**config.mk**
```make
export PLATFORM = sky130hd
export DESIGN_NAME = regfile_wb_arbiter
export DESIGN_NICKNAME = d
export VERILOG_FILES = /design/src/rtl/regfile_wb_arbiter.sv
export SDC_FILE = /design/constraint.sdc
export NUM_CORES = 1
export LEC_CHECK = 0
export ABC_AREA = 1
export BUFFER_PORTS_ARGS = -buffer_cell sky130_fd_sc_hd__buf_2
export CORE_UTILIZATION = 25
export CTS_CLUSTER_DIAMETER = 40
export DETAILED_ROUTE_END_ITERATION = 12
export GPL_ROUTABILITY_DRIVEN = 0
export HOLD_SLACK_MARGIN = 0.05
export PLACE_DENSITY_LB_ADDON = 0.25
export SLEW_MARGIN = 25
export SYNTH_ARGS = -nofsm -noshare
export SYNTH_HDL_FRONTEND = slang
export SYNTH_SLANG_ARGS = --single-unit
```
**constraint.sdc**
```tcl
create_clock -name Clock -period 2.5 [get_ports Clock]
set_clock_uncertainty 0.05 [all_clocks]
set_input_delay 0.5 -clock Clock [delete_from_list [all_inputs] [get_ports Clock]]
set_output_delay 0.5 -clock Clock [all_outputs]
set_load 0.03 [all_outputs]
```
**src/rtl/regfile_wb_arbiter.sv**
```systemverilog
// rtl/regfile_wb_arbiter.sv - round-robin writeback arbiter with register-file scoreboard
module regfile_wb_arbiter (
  input  logic        Clock,
  input  logic        Resetn,
  input  logic        IssueValid,
  input  logic [4:0]  IssueWn,
  input  logic        AluValid,
  input  logic [4:0]  AluWn,
  input  logic [31:0] AluWd,
  output logic        AluReady,
  input  logic        MemValid,
  input  logic [4:0]  MemWn,
  input  logic [31:0] MemWd,
  output logic        MemReady,
  output logic        Write,
  output logic [4:0]  Wn,
  output logic [31:0] Wd,
  input  logic [4:0]  Rn1,
  input  logic [4:0]  Rn2,
  output logic        Busy1,
  output logic        Busy2,
  output logic [31:0] Pending,
  output logic        Idle
);

  typedef enum logic {GRANT_ALU = 1'b0, GRANT_MEM = 1'b1} grant_e;

  grant_e      last_grant_q, last_grant_d;
  logic        write_q, write_d;
  logic [4:0]  wn_q, wn_d;
  logic [31:0] wd_q, wd_d;
  logic [31:0] pending_q, pending_d;

  logic        alu_ready, mem_ready, transfer;
  logic [4:0]  sel_wn;
  logic [31:0] sel_wd;

  // Readies are gated by Resetn so nothing handshakes while reset is held.
  always_comb begin
    alu_ready = Resetn && AluValid && (!MemValid || (last_grant_q == GRANT_MEM));
    mem_ready = Resetn && MemValid && (!AluValid || (last_grant_q == GRANT_ALU));
    transfer  = alu_ready || mem_ready;
    sel_wn    = alu_ready ? AluWn : MemWn;
    sel_wd    = alu_ready ? AluWd : MemWd;
  end

  always_comb begin
    last_grant_d = last_grant_q;
    if (alu_ready) begin
      last_grant_d = GRANT_ALU;
    end else if (mem_ready) begin
      last_grant_d = GRANT_MEM;
    end

    write_d = transfer && (sel_wn != 5'd0);
    wn_d    = write_d ? sel_wn : wn_q;
    wd_d    = write_d ? sel_wd : wd_q;

    // Clear on commit first, then set, so a same-edge issue wins.
    pending_d = pending_q;
    if (write_q) begin
      pending_d[wn_q] = 1'b0;
    end
    if (IssueValid && (IssueWn != 5'd0)) begin
      pending_d[IssueWn] = 1'b1;
    end
    pending_d[0] = 1'b0;
  end

  always_ff @(posedge Clock or negedge Resetn) begin
    if (!Resetn) begin
      last_grant_q <= GRANT_MEM;
      write_q      <= 1'b0;
      wn_q         <= 5'd0;
      wd_q         <= 32'd0;
      pending_q    <= 32'd0;
    end else begin
      last_grant_q <= last_grant_d;
      write_q      <= write_d;
      wn_q         <= wn_d;
      wd_q         <= wd_d;
      pending_q    <= pending_d;
    end
  end

  assign AluReady = alu_ready;
  assign MemReady = mem_ready;
  assign Write    = write_q;
  assign Wn       = wn_q;
  assign Wd       = wd_q;
  assign Pending  = pending_q;
  assign Busy1    = pending_q[Rn1];
  assign Busy2    = pending_q[Rn2];
  assign Idle     = (pending_q == 32'd0) && !write_q;

endmodule

```
==> reports/qor.csv, run 1 <==
stage;metric;value;unit
floorplan;Boundary Pins;169;
worst_hold_path;Hold Path Class;input pin to asynchronous set/reset pin;
layout;fill count;1780;
clocking;clock sink count;70;
place;port bufs;167;
clocking;clk slew on worst S/H paths;0.06;ns
timing;Hold Fails Final Rpt;0;
power;PwrDens;1010;mW/mm^2
layout;fin nets;853;
critical_path;type of origin of the critical path;flop;
synth;cell with the most instances after synthesis;nand2_1;
synth;Synth Instances;599;
synth;Post-synth EDFFs;0;
critical_path;Arrival @ worst endpoint;1.72;ns
floorplan;core area;0.0159;mm^2
timing;Highest Clock Rate;0.441;GHz
timing;TNS Setup;0;ns
floorplan;DIE WIDTH;130;um
timing;Slew Limit Fails;0;
grt;vias in the first global route;4392;
synth;Synth cell types;27;
floorplan;Die Ht;130;um
synth;area leader, netlist;dfrtp_1;
floorplan;Initial Util;25.7;%
synth;async set-reset flop share out of synthesis;100;%
critical_path;Crit path required time;1.95;ns
routing;drc violations;0;
synth;synth cell count leaders;252 x nand2_1, 107 x nand3_1, 69 x dfrtp_1;
layout;cell area after layout;0.00547;mm^2
routing;WL met1;6170;um
layout;fraction of layout cells with a size suffix above 1;27.6;%
synth;Synth Area in Compound Gates;9.21;%
synth;register area share after synthesis;42.7;%
routing;DR vias;4476;
synth;top cell type's share of synthesized area;42.1;%
clocking;TritonCTS Buffers;9;
critical_path;critical path type;flop to output port;
synth;Post-Syn Nets;693;
clocking;worst skew pair latency;0.32;ns
synth;mux cell area share after synthesis;0;%
clocking;TritonCTS clock tree;yes;
routing;final WL;13900;um
grt;global-route wire length before repair;22600;um
synth;Post-Synth XOR/XNOR Area;0;%
grt;GRT overflow;0;
critical_path;r2r worst-path depth;8;
routing;DR iter-0 viols;173;
synth;Synth area leaders;dfrtp_1 42%, nand2_1 23%, nand3_1 13%;
routing;drt pass-1 iters;4;
synth;syn_area_per_cell;6.85;um^2
clocking;Post-CTS Hold Buffers;0;
clocking;CTS root buf;clkbuf_16;
synth;cell area after synthesis;0.00410;mm^2
power;peak supply drop;0.350;mV
critical_path;CP endpoint kind;output port;
floorplan;full die area;0.0169;mm^2
synth;flops & latches, synth;70;
synth;adder-cell share of the synthesized area;0;%
floorplan;std cell rows;46;
power;Lkg Pwr;2.97;nW
synth;top_reg_cell synth;dfrtp_1;
synth;Synth Warn #;0;
timing;final setup fails;0;
routing;wire per inst;14.1;um
timing;period utilisation layout;90.8;%
routing;ANT nets after route;0;
routing;Top Metal Used;met4;
synth;Synth Area in Simple Gates;40.7;%
place;Placement Cell Area;0.00514;mm^2
layout;Area growth, synth to finish;33.3;%
timing;RSZ-0062 raised after global routing;no;
flow_run;MaxCap Viol Count;0;
timing;Tmin final;2.27;ns
routing;WL met2;6430;um
power;Power Total;0.00552;W
routing;via density per instance;4.57;
clocking;H-tree Lvls;3;
clocking;clk buf depth;2;
critical_path;Max Fanout on Critical Path;5;
place;hpwl dp;10500;um
grt;initial antenna violation count;0;
grt;Overall Global Routing Usage;17.3;%
routing;metal3 WL;1140;um
grt;largest net degree at the start of global routing;71;
layout;n_diodes;0;
timing;Max-slew headroom;41.1;%
clocking;post-CTS setup buffer count;0;
clocking;CTS resizes;0;
timing;Tightest Pin Transition;0.884;ns
status;status;completed;
synth;largest family of logic cells by synthesized area;simple AND/OR/NAND/NOR gates;
[metrics by stage]
stage	hold slack (ns)	cells	setup WS, ns	util [%]
4_1_cts	0.400	980	0.242	34.3
5_1_grt	0.445	980	0.0844	34.3
2_1_floorplan	0.154	599	0.290	-
3_5_place_dp	0.406	964	0.247	32.3
3_3_place_gp	0.401	964	0.287	32.3
6_report	0.377	980	0.230	34.3
[cell usage in the layout, fill, tap and decap left out, drive strengths merged]
| cell type | count |
|---|---|
| a21oi | 3 |
| buf | 175 |
| bufinv | 2 |
| clkbuf | 9 |
| clkinv | 6 |
| clkinvlp | 1 |
| conb | 1 |
| dfrtp | 69 |
| dfstp | 1 |
| inv | 39 |
| nand2 | 264 |
| nand3 | 107 |
| nand3b | 2 |
| nand4 | 2 |
| nor2 | 5 |
| nor4 | 8 |
| o211ai | 2 |
| o21ai | 65 |
| o21bai | 2 |
| or2 | 1 |
[flip-flops by register name, summed over array words and instances (netlist names)]
name / cells
Wd: 32
Pending: 31
Wn: 5
Write: 1
last_grant_q: 1
[cells by family after synthesis]
logic type / after synthesis
flops: 70
buf+inv: 67
compound gates: 72
other cells: 1
simple gates: 389
[power breakdown]
group	internal (W)	switching (W)
Sequential	0.00150	0.000534
Clock	0.000876	0.000500
Combinational	0.000624	0.00149
Total	0.00300	0.00252
[routing by layer]
metal	GRT usage [%]	up-vias
met1	21.7	2012
li1	-	2273
met2	29.7	181
met4	4.38	0
met3	4.18	10
met5	0	-
[worst max-delay path: stages, from the launching register on]
cell	delay, ns
dfrtp_1	0.46
nor4_1	0.42
nand4_1	0.13
nor2_1	0.15
buf_2	0.23
[final timing paths]
kind / start / endpoint / slack [ns]
setup / recovery: Pending[11] / Idle / 0.23
hold / removal: Resetn / Wd[19] / 0.38
setup reg to reg: last_grant_q / Wd[1] / 0.55
hold reg to reg: Wd[4] / Wd[4] / 0.42
max in group asynchronous: Resetn / Pending[3] / 1.46
min in group Clock: Wd[4] / Wd[4] / 0.42
[layout make-up]
cell class	instances	area, um^2	share of cell area (%)
inverter	41	154	2.81
multi-input combinational	462	2060	37.6
clock buffer	9	225	4.12
clock inverter	7	98.8	1.81
tap	216	270	4.94
timing repair buffer	175	908	16.6
sequential	70	1750	32.1
Note: power is estimated with default switching activity, not from simulation.
==> inputs of run 2 (changes only) <==
--- a/config.mk
+++ b/config.mk
@@ -5,7 +5,6 @@
 export SDC_FILE = /design/constraint.sdc
 export NUM_CORES = 1
 export LEC_CHECK = 0
-export ABC_AREA = 1
 export BUFFER_PORTS_ARGS = -buffer_cell sky130_fd_sc_hd__buf_2
 export CORE_UTILIZATION = 25
 export CTS_CLUSTER_DIAMETER = 40
==> run 2 against run 1 <==
Effect of this change:
- the run now ends with setup timing left
- maximum frequency shrank 11%
- synthesized area shrank 6.4%
- first-iteration DRC count grew 24%
- non-clock buffer count grew 21
- worst hold slack lost 0.15 ns
- die area shrank 6.3%
- combinational power shrank 6%
- synthesized cell count shrank 36%
- flip-flop and latch count is the same
- count of clock-buffer cells in the layout grew 1
- design area shrank 1.9%
- critical path type unchanged
==> reports/qor.csv, run 2 <==
stage;metric;value;unit
critical_path;Reg2Reg Launch Point;last_grant_q;
layout;Area growth, synth to finish;39.8;%
grt;initial antenna violation count;0;
critical_path;Arrival @ worst endpoint;2.01;ns
timing;Highest Clock Rate;0.390;GHz
clocking;clk slew on worst S/H paths;0.06;ns
floorplan;Boundary Pins;169;
routing;DR vias;3862;
clocking;Post-CTS Hold Buffers;0;
synth;syn_area_per_cell;9.94;um^2
status;failing checks;setup timing;
timing;RSZ-0062 raised after global routing;yes;
timing;Slew Limit Fails;0;
timing;Tmin final;2.56;ns
layout;Multi-input gate area;0.00196;mm^2
grt;GRT overflow;0;
clocking;clk buf depth;2;
layout;final cell count without fillers;762;
synth;Synth Area in Simple Gates;14.2;%
floorplan;Initial Util;26.0;%
timing;Max-slew headroom;40.5;%
layout;fin nets;667;
routing;final WL;13400;um
timing;Tightest Pin Transition;0.892;ns
routing;via density per instance;5.07;
status;status;complete, but fails checks;
synth;top_reg_cell synth;dfrtp_1;
synth;Synth area leaders;dfrtp_1 45%, mux2i_1 15%, o21ai_0 8.6%;
routing;DR iter-0 viols;215;
place;hpwl dp;10100;um
layout;fill count;1515;
synth;Synth Instances;386;
routing;ANT nets after route;0;
place;Placement Setup Slack;-0.0303;ns
synth;Post-Synth XOR/XNOR Area;0;%
synth;Synth Warn #;0;
timing;period utilisation layout;103;%
place;port bufs;167;
critical_path;flop2flop setup slack;0.33;ns
clocking;H-tree Lvls;3;
grt;largest net degree at the start of global routing;70;
clocking;TritonCTS Buffers;9;
grt;global-route wire length before repair;20900;um
power;PwrDens;978;mW/mm^2
layout;FF/Latch Area;0.00176;mm^2
routing;wire per inst;17.6;um
critical_path;Max Fanout on Critical Path;4;
layout;max reg flops;32;
critical_path;Crit. Startpoint;Pending[20];
grt;Overall Global Routing Usage;17.0;%
critical_path;RR Endpoint;Wd[28];
timing;final setup fails;2;
floorplan;DIE WIDTH;126;um
synth;flops & latches, synth;70;
clocking;TritonCTS clock tree;yes;
synth;Synth cell types;38;
synth;Post-synth EDFFs;0;
critical_path;critical path type;flop to output port;
synth;Post-Syn Nets;480;
critical_path;Crit path required time;1.95;ns
floorplan;full die area;0.0158;mm^2
grt;vias in the first global route;3911;
synth;mux cell area share after synthesis;18.4;%
routing;drc violations;0;
layout;n_diodes;0;
synth;async set-reset flop share out of synthesis;100;%
worst_hold_path;Hold Path Class;input pin to asynchronous set/reset pin;
synth;largest family of logic cells by synthesized area;multiplexers;
floorplan;core area;0.0148;mm^2
layout;fraction of layout cells with a size suffix above 1;41.2;%
synth;area leader, netlist;dfrtp_1;
critical_path;Worst Setup EP;Busy1;
synth;Synth Area in Compound Gates;18.1;%
critical_path;CP endpoint kind;output port;
routing;drt pass-1 iters;5;
power;Lkg Pwr;2.29;nW
clocking;CTS root buf;clkbuf_16;
floorplan;std cell rows;44;
synth;cell with the most instances after synthesis;dfrtp_1;
clocking;worst skew pair latency;0.33;ns
flow_run;MaxCap Viol Count;0;
layout;commonest non-fill, non-tap cell in the layout;buf_2;
synth;cell area after synthesis;0.00384;mm^2
synth;register area share after synthesis;45.7;%
synth;synth cell count leaders;69 x dfrtp_1, 66 x o21ai_0, 57 x mux2i_1;
synth;adder-cell share of the synthesized area;0;%
critical_path;r2r worst-path depth;4;
place;DP Cell Count;733;
power;peak supply drop;0.362;mV
layout;Final Util;36.4;%
timing;final worst slack;-0.0637;ns
floorplan;Die Ht;126;um
critical_path;type of origin of the critical path;flop;
layout;most frequent cells in the layout;165 x buf_2, 66 x o21ai_0, 62 x dfrtp_1, 57 x mux2i_1;
timing;Hold Fails Final Rpt;0;
clocking;clock sink count;70;
synth;top cell type's share of synthesized area;45.0;%
==> run 2: where the power goes <==
group          total [W]  switching (W)  internal, W
Clock            0.00142       0.000512     0.000907
Sequential       0.00185       0.000414      0.00144
Combinational    0.00198        0.00124     0.000740
Total            0.00525        0.00216      0.00309
==> run 2: worst min-delay path by stage <==
stage / start / end / slack, ns / cells after the start
2_1_floorplan: Resetn / Pending[10] / 0.15 / 0
3_3_place_gp: last_grant_q / last_grant_q / 0.44 / 2
3_5_place_dp: last_grant_q / last_grant_q / 0.44 / 2
4_1_cts: Resetn / last_grant_q / 0.22 / 2
5_1_grt: Resetn / last_grant_q / 0.22 / 2
6_report: Resetn / last_grant_q / 0.23 / 2
==> run 2: timing repair <==
item	CTS	global route
setup endpoints to repair	2	2
setup buffers	10	3
gates cloned	0	0
pin swaps	1	0
gates resized for setup	11	2
==> run 2: through the flow <==
stage	instance area (um^2)	setup TNS (ns)	hold slack, ns	power, W
after detailed placement	4910	-0.0303	0.441	0.00369
after CTS	5340	-0.114	0.216	0.00525
after floorplan	3840	0	0.154	0.00289
after global placement	4910	0	0.437	0.00363
final	5370	-0.0728	0.227	0.00525
after global routing	5370	-0.226	0.221	0.00552
==> run 2: final cells by class <==
class	instances	share of cell area, %
Clock buffer	10	4.45
Clock inverter	6	1.75
Inverter	3	0.210
Multi-Input combinational cell	293	36.6
Sequential cell	70	32.8
Tap cell	184	4.29
Timing Repair Buffer	196	19.9
==> run 2: layer usage <==
| layer | routed length (um) | vias up | GRT usage [%] | part of all wire, % |
|---|---|---|---|---|
| met3 | 1330 | 16 | 5.44 | 9.9 |
| met5 | 0 | - | 0 | 0 |
| met4 | 222 | 0 | 5.88 | 1.7 |
| li1 | - | 1808 | - | - |
| met2 | 6230 | 201 | 27.8 | 46 |
| met1 | 5640 | 1837 | 21.1 | 42 |
==> run 2: cells by family after synthesis <==
logic type | Yosys count
simple gates | 105
buf+inv | 23
flops | 70
compound gates | 124
mux | 63
other cells | 1
==> run 2: worst max-delay path, stage by stage, from the launching register on <==
cell and delay, ns:
dfrtp_1 0.43, mux4_2 0.48, mux2i_1 0.17, nor3b_1 0.06
or3_1 0.38, buf_6 0.15
==> inputs of run 3 (changes only) <==
--- a/config.mk
+++ b/config.mk
@@ -5,7 +5,7 @@
 export SDC_FILE = /design/constraint.sdc
 export NUM_CORES = 1
 export LEC_CHECK = 0
-export BUFFER_PORTS_ARGS = -buffer_cell sky130_fd_sc_hd__buf_2
+export BUFFER_PORTS_ARGS = -buffer_cell sky130_fd_sc_hd__buf_4
 export CORE_UTILIZATION = 25
 export CTS_CLUSTER_DIAMETER = 40
 export DETAILED_ROUTE_END_ITERATION = 12
==> run 3 against run 2 <==
Effect of this change:
- the flow still finishes with violations (setup timing)
- worst hold slack lost 0.14 ns
- non-clock buffer count shrank 13
- maximum frequency grew 1.6%
- cell count shrank 1.7%
- die area is the same
- first-iteration DRC count shrank 38%
- utilization grew 2.1 points
- wire length shrank 2.1%
- critical path depth is the same
- combinational power grew 4%
- critical path type unchanged
- largest cell class unchanged
- highest routed layer unchanged
==> reports/qor.csv, run 3 (synthesis results as in run 2) <==
stage;metric;value;unit
status;status;complete, but fails checks;
status;failing checks;setup timing;
routing;drc violations;0;
layout;final cell count without fillers;749;
power;Power Total;0.00536;W
timing;final worst slack;-0.0242;ns
timing;Slew Limit Fails;0;
power;Lkg Pwr;2.40;nW
timing;WHS;0.0864;ns
critical_path;Crit. Startpoint;Pending[7];
routing;via density per instance;5.05;
clocking;worst skew pair latency;0.33;ns
critical_path;critical-path cell with the highest stage delay;mux4_2;
floorplan;std cell rows;44;
critical_path;Max Fanout on Critical Path;4;
place;Placement Setup Slack;0.0564;ns
routing;final WL;13100;um
timing;RSZ-0062 raised after global routing;yes;
clocking;clock sink count;70;
layout;commonest non-fill, non-tap cell in the layout;buf_4;
floorplan;DIE WIDTH;126;um
floorplan;Initial Util;26.0;%
clocking;H-tree Lvls;3;
floorplan;full die area;0.0158;mm^2
layout;Multi-input gate area;0.00196;mm^2
timing;Highest Clock Rate;0.396;GHz
timing;TNS Setup;-0.0242;ns
clocking;clk buf depth;2;
critical_path;critical path type;flop to output port;
place;port bufs;167;
routing;DR vias;3782;
critical_path;worst-path cell chain;mux4_2 > mux2i_1 > nor3_1 > or3_1 > buf_6;
routing;drt pass-1 iters;6;
routing;wire per inst;17.5;um
timing;final setup fails;1;
layout;max reg flops;32;
grt;GRT overflow;0;
timing;Max-slew headroom;43.4;%
grt;largest net degree at the start of global routing;68;
clocking;clk slew on worst S/H paths;0.06;ns
critical_path;Crit path required time;1.95;ns
grt;initial antenna violation count;0;
place;DP Cell Count;727;
timing;Tmin final;2.52;ns
layout;n_diodes;0;
layout;fill count;1477;
layout;Area growth, synth to finish;48.0;%
power;peak supply drop;0.281;mV
timing;Tightest Pin Transition;0.849;ns
floorplan;Die Ht;126;um
grt;Overall Global Routing Usage;17.2;%
clocking;CTS root buf;clkbuf_16;
floorplan;Boundary Pins;169;
layout;most frequent cells in the layout;180 x buf_4, 66 x o21ai_0, 62 x dfrtp_1, 57 x mux2i_1;
layout;FF/Latch Area;0.00176;mm^2
layout;fraction of layout cells with a size suffix above 1;39.3;%
place;hpwl dp;10100;um
clocking;TritonCTS clock tree;yes;
timing;Hold Fails Final Rpt;0;
flow_run;MaxCap Viol Count;0;
worst_hold_path;Hold Path Class;input pin to asynchronous set/reset pin;
clocking;TritonCTS Buffers;9;
critical_path;CP endpoint kind;output port;
layout;fin nets;654;
grt;global-route wire length before repair;21100;um
critical_path;Critical Path Max Stage Delay;0.49;ns
critical_path;Arrival @ worst endpoint;1.97;ns
critical_path;Reg2Reg Launch Point;last_grant_q;
timing;period utilisation layout;101;%
power;PwrDens;943;mW/mm^2
floorplan;core area;0.0148;mm^2
grt;vias in the first global route;3961;
routing;DR iter-0 viols;134;
critical_path;type of origin of the critical path;flop;
routing;ANT nets after route;0;
[run 3: cell types whose count changed in the layout (fill, tap and decap cells not counted)]
| cell | change |
|---|---|
| dlygate4sd3_1 | +1 |
| a2111oi_0 | +1 |
| buf_2 | -165 |
| clkinvlp_4 | -1 |
| clkbuf_8 | +2 |
| buf_4 | +151 |
| clkinv_2 | +1 |
| inv_6 | -1 |
| clkinv_4 | -2 |
| a2111oi_2 | -1 |
| clkbuf_1 | +1 |
[run 3: path summary, 6_finish.rpt]
| kind | end | cells after the start | slack [ns] |
|---|---|---|---|
| worst max-delay path | Busy1 | 5 | -0.02 |
| worst min-delay path | last_grant_q | 1 | 0.09 |
| worst max register to register | Wd[24] | 5 | 0.33 |
| worst min register to register | last_grant_q | 2 | 0.47 |
| max in group asynchronous | Pending[20] | 2 | 1.42 |
| min in group Clock | last_grant_q | 3 | 0.41 |
[run 3: through the flow]
step / utilization, % / area (um^2)
after floorplan: - / 3840
final: 38.5 / 5680
after detailed placement: 35.8 / 5280
after CTS: 38.4 / 5670
after global placement: 35.8 / 5280
after global routing: 38.5 / 5680
[run 3: what timing repair did]
action | in CTS | in global routing
pin swaps | 2 | 2
hold endpoints to repair | 2 | 0
hold buffers | 1 | 0
setup buffers | 4 | 1
setup endpoints to repair | 2 | 2
resized for setup | 4 | 5
[run 3: report_power, final]
part / internal [W] / leakage [nW] / switching, W / total (W)
clock: 0.000954 / 0.166 / 0.000478 / 0.00143
combinational: 0.000866 / 1.48 / 0.00120 / 0.00206
sequential: 0.00144 / 0.756 / 0.000423 / 0.00186
[run 3: final cells by class]
class | count | share of cell area (%)
clock buffers | 13 | 4.76
clock inverters | 3 | 1.15
multi-input cells | 293 | 34.5
repair buffers | 183 | 24.4
inverters | 3 | 0.198
well taps | 184 | 4.05
flip-flops and latches | 70 | 31.0
[run 3: metal layers]
| layer | wire (um) | part of all wire, % | track usage, % | up-vias |
|---|---|---|---|---|
| met5 | 0 | 0 | 0 | - |
| met1 | 5770 | 44 | 21.3 | 1794 |
| met2 | 6040 | 46 | 27.9 | 197 |
| met3 | 1190 | 9.0 | 6.03 | 12 |
| met4 | 144 | 1.1 | 5.46 | 0 |
| li1 | - | - | - | 1779 |
[run 3: worst max-delay path: cells and delay by family, from the launching register on]
kind,cells,cell delay (ns)
multiplexers,2,0.65
AND/OR/NAND/NOR,2,0.43
buffers and inverters,1,0.15
flip-flops,1,0.41
